File: config.mk
export PLATFORM = sky130hd
export DESIGN_NAME = frame_ram_arbiter
export DESIGN_NICKNAME = d
export VERILOG_FILES = /design/src/rtl/frame_ram_pkg.sv /design/src/rtl/frame_ram_arb_pick.sv /design/src/rtl/frame_ram_arbiter.sv
export SDC_FILE = /design/constraint.sdc
export NUM_CORES = 1
export LEC_CHECK = 0
export ABC_AREA = 1
export BUFFER_PORTS_ARGS = -buffer_cell sky130_fd_sc_hd__buf_2
export CORE_MARGIN = 5
export CORE_UTILIZATION = 43
export DETAILED_ROUTE_END_ITERATION = 16
export PLACE_DENSITY = 0.92
export SLEW_MARGIN = 20
export SYNTH_ARGS = -nofsm -noshare
export SYNTH_HDL_FRONTEND = slang
export SYNTH_SLANG_ARGS = --single-unit
File: constraint.sdc
create_clock -name clk -period 5.27 [get_ports clk]
set_clock_uncertainty 0.15 [all_clocks]
set_input_delay 0.7905 -clock clk [delete_from_list [all_inputs] [get_ports clk]]
set_output_delay 0.7905 -clock clk [all_outputs]
set_load 0.05 [all_outputs]
File: src/rtl/frame_ram_pkg.sv
// Shared widths and enumerations for the frame RAM arbiter.
package frame_ram_pkg;

  localparam int unsigned ADDR_W = 14;
  localparam int unsigned DATA_W = 32;
  localparam int unsigned LEN_W  = 4;

  typedef enum logic {IDLE, BURST} state_e;

  typedef enum logic [1:0] {DIS, REC, MC} req_id_e;

endpackage

File: src/rtl/frame_ram_arb_pick.sv
// Winner selection: display has absolute priority, rec/mc share a round-robin pointer.
module frame_ram_arb_pick
  import frame_ram_pkg::*;
(
  input  logic    dis_req,
  input  logic    rec_req,
  input  logic    mc_req,
  input  logic    rr_mc,
  output logic    any_req,
  output req_id_e winner
);

  assign any_req = dis_req | rec_req | mc_req;

  always_comb begin
    winner = DIS;
    if (dis_req) begin
      winner = DIS;
    end else if (rec_req && mc_req) begin
      winner = rr_mc ? MC : REC;
    end else if (rec_req) begin
      winner = REC;
    end else if (mc_req) begin
      winner = MC;
    end
  end

endmodule

File: src/rtl/frame_ram_arbiter.sv
// Three-way burst arbiter for an external single-port frame RAM
// (display read, reconstruction write, motion-compensation read).
module frame_ram_arbiter #(
  parameter int unsigned ADDR_W = frame_ram_pkg::ADDR_W,
  parameter int unsigned DATA_W = frame_ram_pkg::DATA_W,
  parameter int unsigned LEN_W  = frame_ram_pkg::LEN_W
) (
  input  logic              clk,
  input  logic              reset,
  input  logic              dis_req,
  input  logic              rec_req,
  input  logic              mc_req,
  input  logic [ADDR_W-1:0] dis_addr,
  input  logic [ADDR_W-1:0] rec_addr,
  input  logic [ADDR_W-1:0] mc_addr,
  input  logic [LEN_W-1:0]  dis_len,
  input  logic [LEN_W-1:0]  rec_len,
  input  logic [LEN_W-1:0]  mc_len,
  input  logic [DATA_W-1:0] rec_wdata,
  output logic              dis_gnt,
  output logic              rec_gnt,
  output logic              mc_gnt,
  output logic              rec_wready,
  output logic              dis_rvalid,
  output logic              mc_rvalid,
  output logic [DATA_W-1:0] rdata,
  output logic              ram_cs_n,
  output logic              ram_wr,
  output logic [ADDR_W-1:0] ram_addr,
  output logic [DATA_W-1:0] ram_wdata,
  input  logic [DATA_W-1:0] ram_rdata,
  output logic              busy
);

  import frame_ram_pkg::*;

  state_e            state_q;
  req_id_e           owner_q;
  logic [ADDR_W-1:0] addr_q;
  logic [LEN_W-1:0]  cnt_q;
  logic              rr_mc_q;
  logic [2:0]        gnt_q;
  logic              dis_rvalid_q;
  logic              mc_rvalid_q;

  logic              any_req;
  req_id_e           winner;
  logic [ADDR_W-1:0] base;
  logic [LEN_W-1:0]  len;

  frame_ram_arb_pick u_pick (
    .dis_req (dis_req),
    .rec_req (rec_req),
    .mc_req  (mc_req),
    .rr_mc   (rr_mc_q),
    .any_req (any_req),
    .winner  (winner)
  );

  always_comb begin
    base = dis_addr;
    len  = dis_len;
    unique case (winner)
      DIS: begin
        base = dis_addr;
        len  = dis_len;
      end
      REC: begin
        base = rec_addr;
        len  = rec_len;
      end
      MC: begin
        base = mc_addr;
        len  = mc_len;
      end
      default: ;
    endcase
  end

  always_ff @(posedge clk or posedge reset) begin
    if (reset) begin
      state_q      <= IDLE;
      owner_q      <= DIS;
      addr_q       <= '0;
      cnt_q        <= '0;
      rr_mc_q      <= 1'b0;
      gnt_q        <= '0;
      dis_rvalid_q <= 1'b0;
      mc_rvalid_q  <= 1'b0;
    end else begin
      gnt_q        <= '0;
      // Read data returns one cycle after each beat, so rvalid trails the beat by one.
      dis_rvalid_q <= (state_q == BURST) && (owner_q == DIS);
      mc_rvalid_q  <= (state_q == BURST) && (owner_q == MC);
      unique case (state_q)
        IDLE: begin
          if (any_req) begin
            state_q <= BURST;
            owner_q <= winner;
            addr_q  <= base;
            cnt_q   <= len;
            gnt_q   <= {winner == DIS, winner == REC, winner == MC};
          end
        end
        BURST: begin
          if (cnt_q == '0) begin
            state_q <= IDLE;
            // Pointer favours the other side after rec/mc; display leaves it alone.
            if (owner_q != DIS) begin
              rr_mc_q <= (owner_q == REC);
            end
          end else begin
            addr_q <= addr_q + 1'b1;
            cnt_q  <= cnt_q - 1'b1;
          end
        end
      endcase
    end
  end

  assign busy       = (state_q == BURST);
  assign ram_cs_n   = ~busy;
  assign ram_wr     = busy && (owner_q == REC);
  assign rec_wready = ram_wr;
  assign ram_addr   = busy ? addr_q : '0;
  assign ram_wdata  = ram_wr ? rec_wdata : '0;

  assign dis_gnt    = gnt_q[2];
  assign rec_gnt    = gnt_q[1];
  assign mc_gnt     = gnt_q[0];
  assign dis_rvalid = dis_rvalid_q;
  assign mc_rvalid  = mc_rvalid_q;
  assign rdata      = (dis_rvalid_q || mc_rvalid_q) ? ram_rdata : '0;

endmodule

==> results.yml <==
clocking:
  clk_pin_slew_worst_paths_ns: 0.09
  cts_inserted_buffers: 3
  cts.sinks: 27
  clkLatencyLatePin_ns: 0.27
  cts-root-buf: "sky130_fd_sc_hd__clkbuf_8"
  htreeDepth: 1
  post_cts_resize_count: 0
  setup_repair_bufs_after_cts: 0
  clock_buffer_depth: 2
  hold_buffers: 0
  tritoncts: "built"
die:
  pin_count: 210
  floorplan.die.width_um: 87.7
  core_box_area_sq_mm: 0.00589
  floorplan.die_area_sq_mm: 0.00769
  placementRows: 28
  die_height_um: 87.7
  initial_utilization: 0.441
layout:
  final_net_count: 781
  total_of_fill_cells_in_the_finished_design: 537
  flow.area_growth_from_synthesis_pct: 41.4
  fraction_of_layout_instances_using_a_drive_strength_above_1: 0.346
setup_path:
  critical_path_required_ns: 4.33
  worst-endpoint-arrival_ns: 2.73
  path_class: "reg2out"
  path_max_fanout: 33
  cpMaxStageDelayCell: "sky130_fd_sc_hd__dfrtp_1"
  critical-path-top-cell-by-count: "sky130_fd_sc_hd__inv_2"
  cell_chain_of_the_critical_path: "inv_2 > nor3_2 > inv_2 > nor2_1 > buf_2"
  critPathCaptureType: "primary output"
  timing.critical_path.from_type: "flop"
  max_stage_delay_ns: 1.03
global_route:
  congestion_overflow_gr: 0
  vias_in_the_first_global_route: 3168
  maximum_number_of_pins_on_one_net_before_global_route_repair: 37
  grt_pass1_wl_um: 15000
  grt.total_usage: 0.251
  grt_antenna_before_repair: 2
sta:
  finalHoldViolCount: 0
  final-setup-viol-count: 0
  timing.max_slew.rel_slack: 0.314
  rsz0062_at_grt: "false"
  fin_crit_ns: 3.67
  number_of_max_slew_violations_in_the_final_report: 0
  tightestPinTransition_ns: 1.03
  final.setup.tns_ns: 0
  finalCritPeriodShare: 0.696
  fmaxAchievable_mhz: 273
  whs_ns: 0.346
power:
  p_per_area_mw_per_mm2: 623
  p_leak_nw: 2.40
  ir_drop_mv: 0.419
  fin_total_pwr_mw: 2.29
route:
  detail_route.wirelength_um: 10100
  detail-route-antenna-nets: 0
  detail_route.first_pass.iterations: 4
  avgRoutedWirePerCell_um: 13.8
  initialDrtViolationCount: 191
  route.detailed.drc: 0
  vias: 3416
  drt-vias-per-instance: 4.69
synth:
  postSynthNetCount: 590
  synth.yosys.seq_area_share: 0.260
  netlist_top_cells_area: "sky130_fd_sc_hd__dfrtp_1, sky130_fd_sc_hd__inv_1, sky130_fd_sc_hd__nor2_1, sky130_fd_sc_hd__nand2_1, sky130_fd_sc_hd__nand3_1"
  ys_async_sr_fraction: 1.00
  dominantRegCellSynth: "sky130_fd_sc_hd__dfrtp_1"
  synth_area_leader_cell: "sky130_fd_sc_hd__dfrtp_1"
  synth.yosys.warnings: 0
  synth_area_per_cell_sq_um: 5.63
  synth-edff-count: 0
  synth_cell_type_count: 29
  combined_area_of_all_synthesized_cells_sq_mm: 0.00260
  post-synth-top-count-cell: "sky130_fd_sc_hd__inv_1"
  synth.top_cells.by_count: "sky130_fd_sc_hd__inv_1, sky130_fd_sc_hd__nor2_1, sky130_fd_sc_hd__nand2_1, sky130_fd_sc_hd__nand3_1, sky130_fd_sc_hd__dfrtp_1"
  synthesized_instance_count: 461
  yosys_reg_bits: 27
  synth_top_cell_area_share: 0.260
place:
  routabilityCongestion: 0.848
  port_buffers: 209
  post-dp-hpwl_um: 8320
outcome:
  outcome: "completed"
min_path:
  holdCritPathClass: "reg2reg"
job:
  max_cap_violations: 0
-- path summary, 6_finish.rpt --
kind,from,depth (start not counted),slack [ns],to
worst min-delay path,owner_q[0]$_DFFE_PP0P_,1,0.35,mc_rvalid$_DFF_PP0_
max in group asynchronous,reset,2,4.19,rr_mc_q$_DFFE_PP0P_
worst max register to register,busy$_DFF_PP0_,7,2.30,addr_q[12]$_DFFE_PP0P_
worst min register to register,owner_q[0]$_DFFE_PP0P_,1,0.35,mc_rvalid$_DFF_PP0_
min in group asynchronous,reset,2,0.41,gnt_q[1]$_DFF_PP0_
worst max-delay path,busy$_DFF_PP0_,5,1.60,ram_wdata[7]
-- worst max-delay path: cells and delay by family, from the launching register on --
family / cells / cell delay, ns
and+or+nand+nor: 2 / 0.46
buffers and inverters: 3 / 0.95
DFF: 1 / 1.03
-- where the power goes --
group	switching, mW	internal (mW)
clock network	0.0655	0.0543
registers	0.129	0.304
logic	1.32	0.414
-- layout make-up --
cell class / instances / area, sq um / area share
multi-input cells: 303 / 1400 / 0.382
repair buffers: 209 / 1050 / 0.285
flip-flops and latches: 27 / 676 / 0.184
inverters: 108 / 405 / 0.110
well taps: 75 / 93.8 / 0.0256
clock buffers: 4 / 45.0 / 0.0123
diodes: 2 / 5.00 / 0.00136
-- cell families after synthesis --
family | synth area share
XOR/XNOR | 0.0101
flip-flops | 0.260
AO/OA/AOI/OAI | 0.109
AND/OR/NAND/NOR | 0.389
adder cells (fa/ha/maj) | 0.0289
buffers and inverters | 0.203
-- layer usage --
metal,global-route usage,part of all wire,wire length [um]
met1,0.265,0.35,3560
met2,0.502,0.54,5470
met3,0.0442,0.084,846
met4,0.0683,0.020,201
met5,0,0,0
-- state kept, by name (all words and copies together), names as in the netlist --
| register | flops |
|---|---|
| rr_mc_q | 1 |
| owner_q | 2 |
| gnt_q | 3 |
| cnt_q | 4 |
| mc_rvalid | 1 |
| addr_q | 14 |
| busy | 1 |
| dis_rvalid | 1 |
-- per-stage QoR --
stage | area (sq um) | instances | utilization | setup WS (ns)
after global placement | 3620 | 722 | 0.615 | 2.05
after global routing | 3670 | 728 | 0.624 | 1.27
final | 3670 | 728 | 0.624 | 1.60
after CTS | 3660 | 726 | 0.622 | 1.63
after detailed placement | 3620 | 722 | 0.615 | 1.93
after floorplan | 2600 | 461 | - | 1.80
-- placed cells by master (no fill, tap or decap), drive strengths merged --
| cell | n |
|---|---|
| buf | 209 |
| or2 | 2 |
| a31oi | 3 |
| inv | 108 |
| o21bai | 1 |
| diode | 2 |
| xor2 | 1 |
| ha | 6 |
| nor3 | 4 |
| nand2 | 91 |
| o21ai | 15 |
| xnor2 | 2 |
| o22a | 1 |
| nand4 | 6 |
| a21oi | 21 |
| o211ai | 9 |
| clkbuf | 4 |
| nand3 | 33 |
| dfrtp | 27 |
| nor2 | 108 |
No activity file was read; power rests on OpenSTA's default activity.
